==> config.mk <==
export PLATFORM = sky130hd
export DESIGN_NAME = alu_share_ctrl
export DESIGN_NICKNAME = d
export VERILOG_FILES = /design/src/rtl/alu_share_pkg.sv /design/src/rtl/alu_share_ctrl_rr_arbiter.sv /design/src/rtl/alu_share_ctrl.sv
export SDC_FILE = /design/constraint.sdc
export NUM_CORES = 1
export LEC_CHECK = 0
export ABC_CLOCK_PERIOD_IN_PS = 11900
export CORE_AREA = 2 2 166 168
export DETAILED_ROUTE_END_ITERATION = 8
export DIE_AREA = 0 0 168 170
export PLACE_DENSITY = 0.61
export REMOVE_ABC_BUFFERS = 1
export SYNTH_ARGS = -nofsm -noshare
export SYNTH_HDL_FRONTEND = slang
export SYNTH_HIERARCHICAL = 1
export SYNTH_SLANG_ARGS = --single-unit
==> constraint.sdc <==
create_clock -name clk -period 11.9 [get_ports clk]
set_input_delay 3.57 -clock clk [delete_from_list [all_inputs] [get_ports clk]]
set_output_delay 3.57 -clock clk [all_outputs]
set_load 0.005 [all_outputs]
==> src/rtl/alu_share_pkg.sv <==
// Shared definitions for the shared-ALU controller.
//   state_t : controller FSM states
//   OP_DIV  : ALU opcode for divide (needs divide-by-zero handling)
//   id_w()  : width of a requester index for a given requester count
package alu_share_pkg;

   typedef enum logic [1:0] {
      IDLE = 2'd0,
      EXEC = 2'd1,
      RESP = 2'd2
   } state_t;

   localparam logic [3:0] OP_DIV = 4'b0011;

   // A single requester index still needs one bit so ports never collapse.
   function automatic int id_w(input int n);
      return (n <= 2) ? 1 : $clog2(n);
   endfunction

endpackage

==> src/rtl/alu_share_ctrl_rr_arbiter.sv <==
// Combinational round-robin arbiter.
//   req       : request vector, bit i belongs to requester i
//   ptr       : highest-priority requester for this arbitration
//   grant     : one-hot grant (all zero when nothing requests)
//   grant_idx : encoded index of the granted requester
//   any_req   : at least one request present
module rr_arbiter
   import alu_share_pkg::*;
#(
   parameter  int N_REQ = 4,
   localparam int ID_W  = id_w(N_REQ)
) (
   input  logic [N_REQ-1:0] req,
   input  logic [ID_W-1:0]  ptr,
   output logic [N_REQ-1:0] grant,
   output logic [ID_W-1:0]  grant_idx,
   output logic             any_req
);

   localparam int unsigned NR = N_REQ;

   int unsigned idx;
   logic        found;

   // Scan ptr, ptr+1, ... modulo N_REQ; the first hit wins.
   always_comb begin
      grant     = '0;
      grant_idx = '0;
      found     = 1'b0;
      idx       = 0;
      for (int unsigned k = 0; k < NR; k++) begin
         idx = (32'(ptr) + k) % NR;
         if (!found && req[ID_W'(idx)]) begin
            found                = 1'b1;
            grant[ID_W'(idx)]    = 1'b1;
            grant_idx            = ID_W'(idx);
         end
      end
   end

   assign any_req = |req;

endmodule

==> src/rtl/alu_share_ctrl.sv <==
// Round-robin controller sharing one combinational ALU between N_REQ
// requesters. One operation is accepted per grant, executed for one cycle
// on the ALU, and returned registered on a single response channel.
//   clk, rst            : clock, synchronous active-high reset
//   req_valid/req_ready : per-requester handshake (ready is one-hot or zero)
//   req_a/req_b/req_sel : packed per-requester operands and opcode
//   alu_a/alu_b/alu_sel : drive the shared ALU
//   alu_out/alu_carry   : ALU result
//   rsp_*               : response channel (valid/ready, id, data, carry, dz)
//   busy                : controller not idle
module alu_share_ctrl
   import alu_share_pkg::*;
#(
   parameter  int N_REQ  = 4,
   parameter  int DATA_W = 32,
   parameter  int SEL_W  = 4,
   localparam int ID_W   = id_w(N_REQ)
) (
   input  logic                    clk,
   input  logic                    rst,
   input  logic [N_REQ-1:0]        req_valid,
   output logic [N_REQ-1:0]        req_ready,
   input  logic [N_REQ*DATA_W-1:0] req_a,
   input  logic [N_REQ*DATA_W-1:0] req_b,
   input  logic [N_REQ*SEL_W-1:0]  req_sel,
   output logic [DATA_W-1:0]       alu_a,
   output logic [DATA_W-1:0]       alu_b,
   output logic [SEL_W-1:0]        alu_sel,
   input  logic [DATA_W-1:0]       alu_out,
   input  logic                    alu_carry,
   output logic                    rsp_valid,
   input  logic                    rsp_ready,
   output logic [ID_W-1:0]         rsp_id,
   output logic [DATA_W-1:0]       rsp_data,
   output logic                    rsp_carry,
   output logic                    rsp_dz,
   output logic                    busy
);

   localparam int unsigned NR = N_REQ;

   state_t              state, state_nxt;
   logic [ID_W-1:0]     rr_ptr;
   logic [ID_W-1:0]     op_id;
   logic [DATA_W-1:0]   op_a, op_b;
   logic [SEL_W-1:0]    op_sel;

   logic [N_REQ-1:0]    grant;
   logic [ID_W-1:0]     grant_idx;
   logic                any_req;

   logic [DATA_W-1:0]   sel_a, sel_b;
   logic [SEL_W-1:0]    sel_op;
   logic                div_zero;
   logic [ID_W-1:0]     ptr_after;

   rr_arbiter #(
      .N_REQ (N_REQ)
   ) u_arb (
      .req       (req_valid),
      .ptr       (rr_ptr),
      .grant     (grant),
      .grant_idx (grant_idx),
      .any_req   (any_req)
   );

   // One-hot grant lets the operand mux be a plain OR of masked slices.
   always_comb begin
      sel_a  = '0;
      sel_b  = '0;
      sel_op = '0;
      for (int unsigned i = 0; i < NR; i++) begin
         if (grant[i]) begin
            sel_a  = sel_a  | req_a[i*DATA_W +: DATA_W];
            sel_b  = sel_b  | req_b[i*DATA_W +: DATA_W];
            sel_op = sel_op | req_sel[i*SEL_W +: SEL_W];
         end
      end
   end

   assign div_zero  = (op_sel == SEL_W'(OP_DIV)) && (op_b == '0);
   assign ptr_after = (op_id == ID_W'(N_REQ - 1)) ? '0 : op_id + ID_W'(1);

   // Operand registers feed the ALU in every state so its inputs never float.
   assign alu_a   = op_a;
   assign alu_b   = op_b;
   assign alu_sel = op_sel;

   always_comb begin
      state_nxt = state;
      req_ready = '0;
      rsp_valid = 1'b0;
      busy      = (state != IDLE);
      case (state)
         IDLE: begin
            req_ready = grant;
            if (any_req) state_nxt = EXEC;
         end
         EXEC: state_nxt = RESP;
         RESP: begin
            rsp_valid = 1'b1;
            if (rsp_ready) state_nxt = IDLE;
         end
         default: state_nxt = IDLE;
      endcase
   end

   always_ff @(posedge clk) begin
      if (rst) begin
         state     <= IDLE;
         rr_ptr    <= '0;
         op_id     <= '0;
         op_a      <= '0;
         op_b      <= '0;
         op_sel    <= '0;
         rsp_id    <= '0;
         rsp_data  <= '0;
         rsp_carry <= 1'b0;
         rsp_dz    <= 1'b0;
      end else begin
         state <= state_nxt;
         case (state)
            IDLE: begin
               if (any_req) begin
                  op_a   <= sel_a;
                  op_b   <= sel_b;
                  op_sel <= sel_op;
                  op_id  <= grant_idx;
               end
            end
            EXEC: begin
               rsp_id <= op_id;
               if (div_zero) begin
                  rsp_data  <= '0;
                  rsp_carry <= 1'b0;
                  rsp_dz    <= 1'b1;
               end else begin
                  rsp_data  <= alu_out;
                  rsp_carry <= alu_carry;
                  rsp_dz    <= 1'b0;
               end
            end
            RESP: begin
               // Pointer moves past the served requester only once delivered.
               if (rsp_ready) rr_ptr <= ptr_after;
            end
            default: ;
         endcase
      end
   end

endmodule

Word level (Yosys, flattened, before mapping)
Index checks and enable logic that the tools add are counted.

Flip-flop bits (word level): 110. Input bits: 312. Output and inout bits: 110.

$add $sub $neg: 4. Order comparisons: 8. Equality and inequality tests: 6. Mux-type cells: 48. Bitwise gates (word level): 12. Reduce and logical (&&, ||, !) cells: 18.

Operator list (number): $mux W32 (9); $or A32 B32 Y32 (6); $mux W4 (9); $logic_not A32 Y1 (1); $or A4 B4 Y4 (6); $mux W1 (14); $mux W2 (7); $lt A2 B3 Y1 const B (4); $bmux W1 S2 (4); $demux W1 S2 (4); $ge A2 B1 Y1 const B (4); $logic_and A1 B1 Y1 (8); $pmux W2 S3 (1); $reduce_and A2 Y1 (3); $add A2 B1 Y2 const B (2); $add A2 B2 Y2 const B (2); $eq A2 B2 Y1 const B (2); $eq A4 B2 Y1 const B (1); $ne A2 B2 Y1 const B (2); $reduce_or A4 Y1 (1); $logic_not A1 Y1 (3); $eq A2 B1 Y1 const B (1); $logic_not A2 Y1 (1); $reduce_bool A2 Y1 (1).

Logic depth before layout (Yosys ltp)
Depth after elaboration: 19. Gate-level depth with buffers: 14.

Modules after synthesis
The synthesis kept the hierarchy.

By module, submodules not included: alu_share_ctrl (times used 1, cells an instance 601, area an instance 5531.6 um2); rr_arbiter (times used 1, cells an instance 47, area an instance 426.7 um2).

Least setup slack after synthesis
No wires, ideal clock.

Kind: in2out. Start: input req_valid[1]. End: output req_ready[3]. Data arrival time: 5524 ps. Required time: 8330 ps. Setup slack: 2806 ps. Cell stages on the path: 9. Buffers on the path: 3. Cell sequence: mux4_2 nand2b_4 nor3_4 a22oi_1 o21ai_1 clkbuf_1 buf_2 buf_2 and2_1.

Word-level cells in the longest chain between the ends: 13.

Ends and longest elaborated chain: start, declared (RTL line alu_share_ctrl.sv:21) `input logic [N_REQ-1:0] req_valid,`; $bmux W1 S2 (RTL line alu_share_ctrl_rr_arbiter.sv:33) `if (!found && req[ID_W'(idx)]) begin`; $mux W1 (implied by the code) (RTL line alu_share_ctrl_rr_arbiter.sv:33); $mux W1 (RTL line alu_share_ctrl_rr_arbiter.sv:33); $logic_not A1 Y1 (RTL line alu_share_ctrl_rr_arbiter.sv:33); $logic_and A1 B1 Y1 (RTL line alu_share_ctrl_rr_arbiter.sv:33); $mux W1 (RTL line alu_share_ctrl_rr_arbiter.sv:33); $logic_not A1 Y1 (RTL line alu_share_ctrl_rr_arbiter.sv:33); $logic_and A1 B1 Y1 (RTL line alu_share_ctrl_rr_arbiter.sv:33); $mux W1 (RTL line alu_share_ctrl_rr_arbiter.sv:33); $logic_not A1 Y1 (RTL line alu_share_ctrl_rr_arbiter.sv:33); $logic_and A1 B1 Y1 (RTL line alu_share_ctrl_rr_arbiter.sv:33); $mux W4 * (RTL line alu_share_ctrl_rr_arbiter.sv:33); via grant[3] (RTL line alu_share_ctrl.sv:48) `logic [N_REQ-1:0] grant;`; $mux W4 * (RTL line alu_share_ctrl.sv:94) `case (state)`; end, declared (RTL line alu_share_ctrl.sv:22) `output logic [N_REQ-1:0] req_ready,`.

Mark *: on every way through the listed nets, which the timed path passes. The rest lies on a longest branch. The select of a mux whose other input is x is not followed.

Worst setup path after layout
Start: input req_valid[3]. End: output req_ready[1].

The elaborated chain is that of the path after synthesis.

==> qor.txt <==
Run status = finished clean
HP Class = reg -> reg
FF+latch count, synth = 110
Hold Crit Start = rsp_data[26]
Crit Path Category = in -> out
Post-Route WL = 26540 um
Clock buffers created by TritonCTS = 9
# Post-CTS Setup Buffers = 0
Slew margin rel. = 14.85%
Mapped Cells = 648
Commonest cells after routing, fill and taps aside = 420 x clkdlybuf4s50_1, 110 x dfxtp_1, 81 x nand2_1
Initial DRC Count = 351
Crit. End Element = output pin
Worst Tran Pin Value = 1.277 ns
Slew Limit Fails = 0
Initial antenna violation count = 0
Fin nets = 1338
Setup violators final = 0
Bufs and invs on worst path = 2
Cell Area, Synth = 5958 um2
Post-cts sizing count = 0
Remaining DRCs = 0
Fin. Hold Viols = 0
Crit path DAT = 6.04 ns
GRT Overall Usage = 17.66%
PD cells = 115.8 nW/um2
Share of cells above drive strength 1 = 10.55%
Initial core utilization = 22.36%
Maximum number of pins on one net before global-route repair = 71
Sw power = 0.3897 mW
WHS = 0.4551 ns
Hold_buf cts = 0
Area Overhead vs Synth = 79.15%
Crit path cell chain = clkdlybuf4s50_1 > mux4_2 > nor3_4 > a22oi_1 > o21ai_4 > and2_1 > clkdlybuf4s50_1
RSZ-0062 raised after global routing = false
Post-detailed-route via-to-cell ratio = 4.926
Post-Syn Area per Cell = 9.195 um2
Later-pin clock latency in the skew report = 0.35 ns
Critical Path Start = req_valid[3]
Global routing's busiest layer = met2
CP required = 8.33 ns
Ant diodes = 0
Clk root buf = clkbuf_16
I/O Buffers = 421
CP max-delay cell = mux4_2
Seq/Total Area, Yosys = 36.96%
Critical Path Max Stage Delay = 0.73 ns
Met1 Use GR = 20.08%
Final Wtd Congestion = 0.7863
CTS sink count = 110
R2r startpoint = rr_ptr[0]
Peak Freq = 104.1 MHz
Die area = 28560 um2
Lkg Pwr = 3.870 nW
Met3 Track Usage GR = 4.767%
Clock Power Share = 25.0%
DIE HEIGHT = 170 um
Core Area = 26650 um2
Tcrit/Tclk final = 80.75%
Internal power = 0.8468 mW
Synth Warn # = 6
First-pass GRT wire length = 39100 um
Family with the most delay on the worst path = buffers and inverters
Vias in the first global route = 6609
Library cells used by synthesis = 43
Cell Rows = 60
Final Critical Period = 9.609 ns
Vias = 6724
Core Util, Final = 40.05%
CP most frequent cell = clkdlybuf4s50_1
Max Cap Viol = 0
Total negative slack = 0 ns
Worst-path clk slew = 0.08 ns
Crit Path Max Fanout = 12
Reg power frac = 36.2%
Worst Skew = 0.01200 ns
CP startpoint kind = input pin
Width of the die = 168 um
Switching part of the total = 31.52%
Comb power frac = 38.8%
Gr ovfl total = 0
DRT Pass-1 Iters = 4
Commonest non-fill, non-tap cell in the layout = clkdlybuf4s50_1
Grt met2 use = 32.90%
DR WL/cell = 19.45 um
HPWL Detailed = 20310 um
H-Tree Depth = 3
Peak supply drop = 0.00005323 V
I/O pins = 422
ANT nets after route = 0
CTS tree = yes
CTS Buffer Depth = 2
-- final timing paths --
path | slack [ns] | cells after the start | end
worst max-delay path | 2.29 | 7 | req_ready[1]
worst min-delay path | 0.46 | 2 | rsp_data[26]
worst max register to register | 7.90 | 10 | alu_b[4]
worst min register to register | 0.46 | 2 | rsp_data[26]
-- power groups by stage --
| stage | Combinational [mW] | Clock, mW | Sequential [mW] |
|---|---|---|---|
| final | 0.480 | 0.309 | 0.447 |
| after global routing | 0.519 | 0.335 | 0.455 |
| after CTS | 0.487 | 0.324 | 0.448 |
| after detailed placement | 0.485 | 0 | 0.456 |
| after global placement | 0.483 | 0 | 0.455 |
| after floorplan | 0.203 | 0 | 0.453 |
-- area by class of cell --
cell class	count	area [um2]
flip-flops and latches	110	2202
multi-input cells	463	3446
fillers	2691	15980
clock buffers	9	225.2
repair buffers	431	4287
clock inverters	6	68.82
well taps	341	426.7
inverters	5	18.77
-- synth_stat cells, drive strengths merged --
master    n  area (um2)
mux2i     2       20.02
nand2    81       304.0
and2      5       31.28
nor2b     3       26.27
clkbuf   42       157.7
nand4     2       12.51
buf      28       193.9
nand2b    3       26.27
a221oi   67        1006
a221o    67       670.6
or3       2       12.51
a22oi    10       75.07
o21bai    1       7.510
nand3b    1       7.510
or4       1       7.510
or3b      1       8.760
mux4      4       93.84
dfxtp   110        2202
a311oi    1       8.760
nor3     69       356.6
o21ai     7       35.03
o31ai     2       20.02
o21a      1       7.510
nor4      7       43.79
o22ai     1       6.260
inv       5       18.76
nand3     1       5.000
nor2     72       270.3
a22o      1       8.760
nor4b     2       17.52
a21oi    40       200.2
and3      2       12.51
a32oi     1       8.760
ha        6       75.07
-- per-stage QoR --
step	area [um2]	cells	total power [mW]	setup WS, ns
2_1_floorplan	5607	578	0.6555	-1.052
3_3_place_gp	10380	1350	0.9379	2.358
3_5_place_dp	10380	1350	0.9416	2.303
4_1_cts	10670	1365	1.259	2.296
5_1_grt	10670	1365	1.309	2.173
6_report	10670	1365	1.236	2.291
-- state kept, by name, indices dropped and copies added, names as in the netlist, 2 cells and up --
signal and cells:
alu_a 32, alu_b 32, alu_sel 4, op_id 2, rr_ptr 2, rsp_data 32, rsp_id 2, state 2
-- metal layers --
| layer | vias to the layer above | wire length [um] |
|---|---|---|
| li1 | 3237 | - |
| met1 | 3166 | 10440 |
| met2 | 294 | 13650 |
| met3 | 27 | 2057 |
| met4 | 0 | 400 |
| met5 | - | 0 |
-- worst min-delay path: cells and delay by family (launching register included) --
| kind | cells | cell delay [ns] |
|---|---|---|
| AOI/OAI and AO/OA | 1 | 0.05 |
| DFF | 1 | 0.31 |
| and+or+nand+nor | 1 | 0.05 |
-- cell families after synthesis --
| group | after synthesis | share of synthesized area (%) |
|---|---|---|
| and+or+nand+nor | 252 | 19.17 |
| buffers and inverters | 75 | 6.216 |
| DFF | 110 | 36.96 |
| adders and majority gates | 6 | 1.260 |
| AOI/OAI and AO/OA | 199 | 34.48 |
| muxes | 6 | 1.911 |
(Power assumes the default switching activity.)
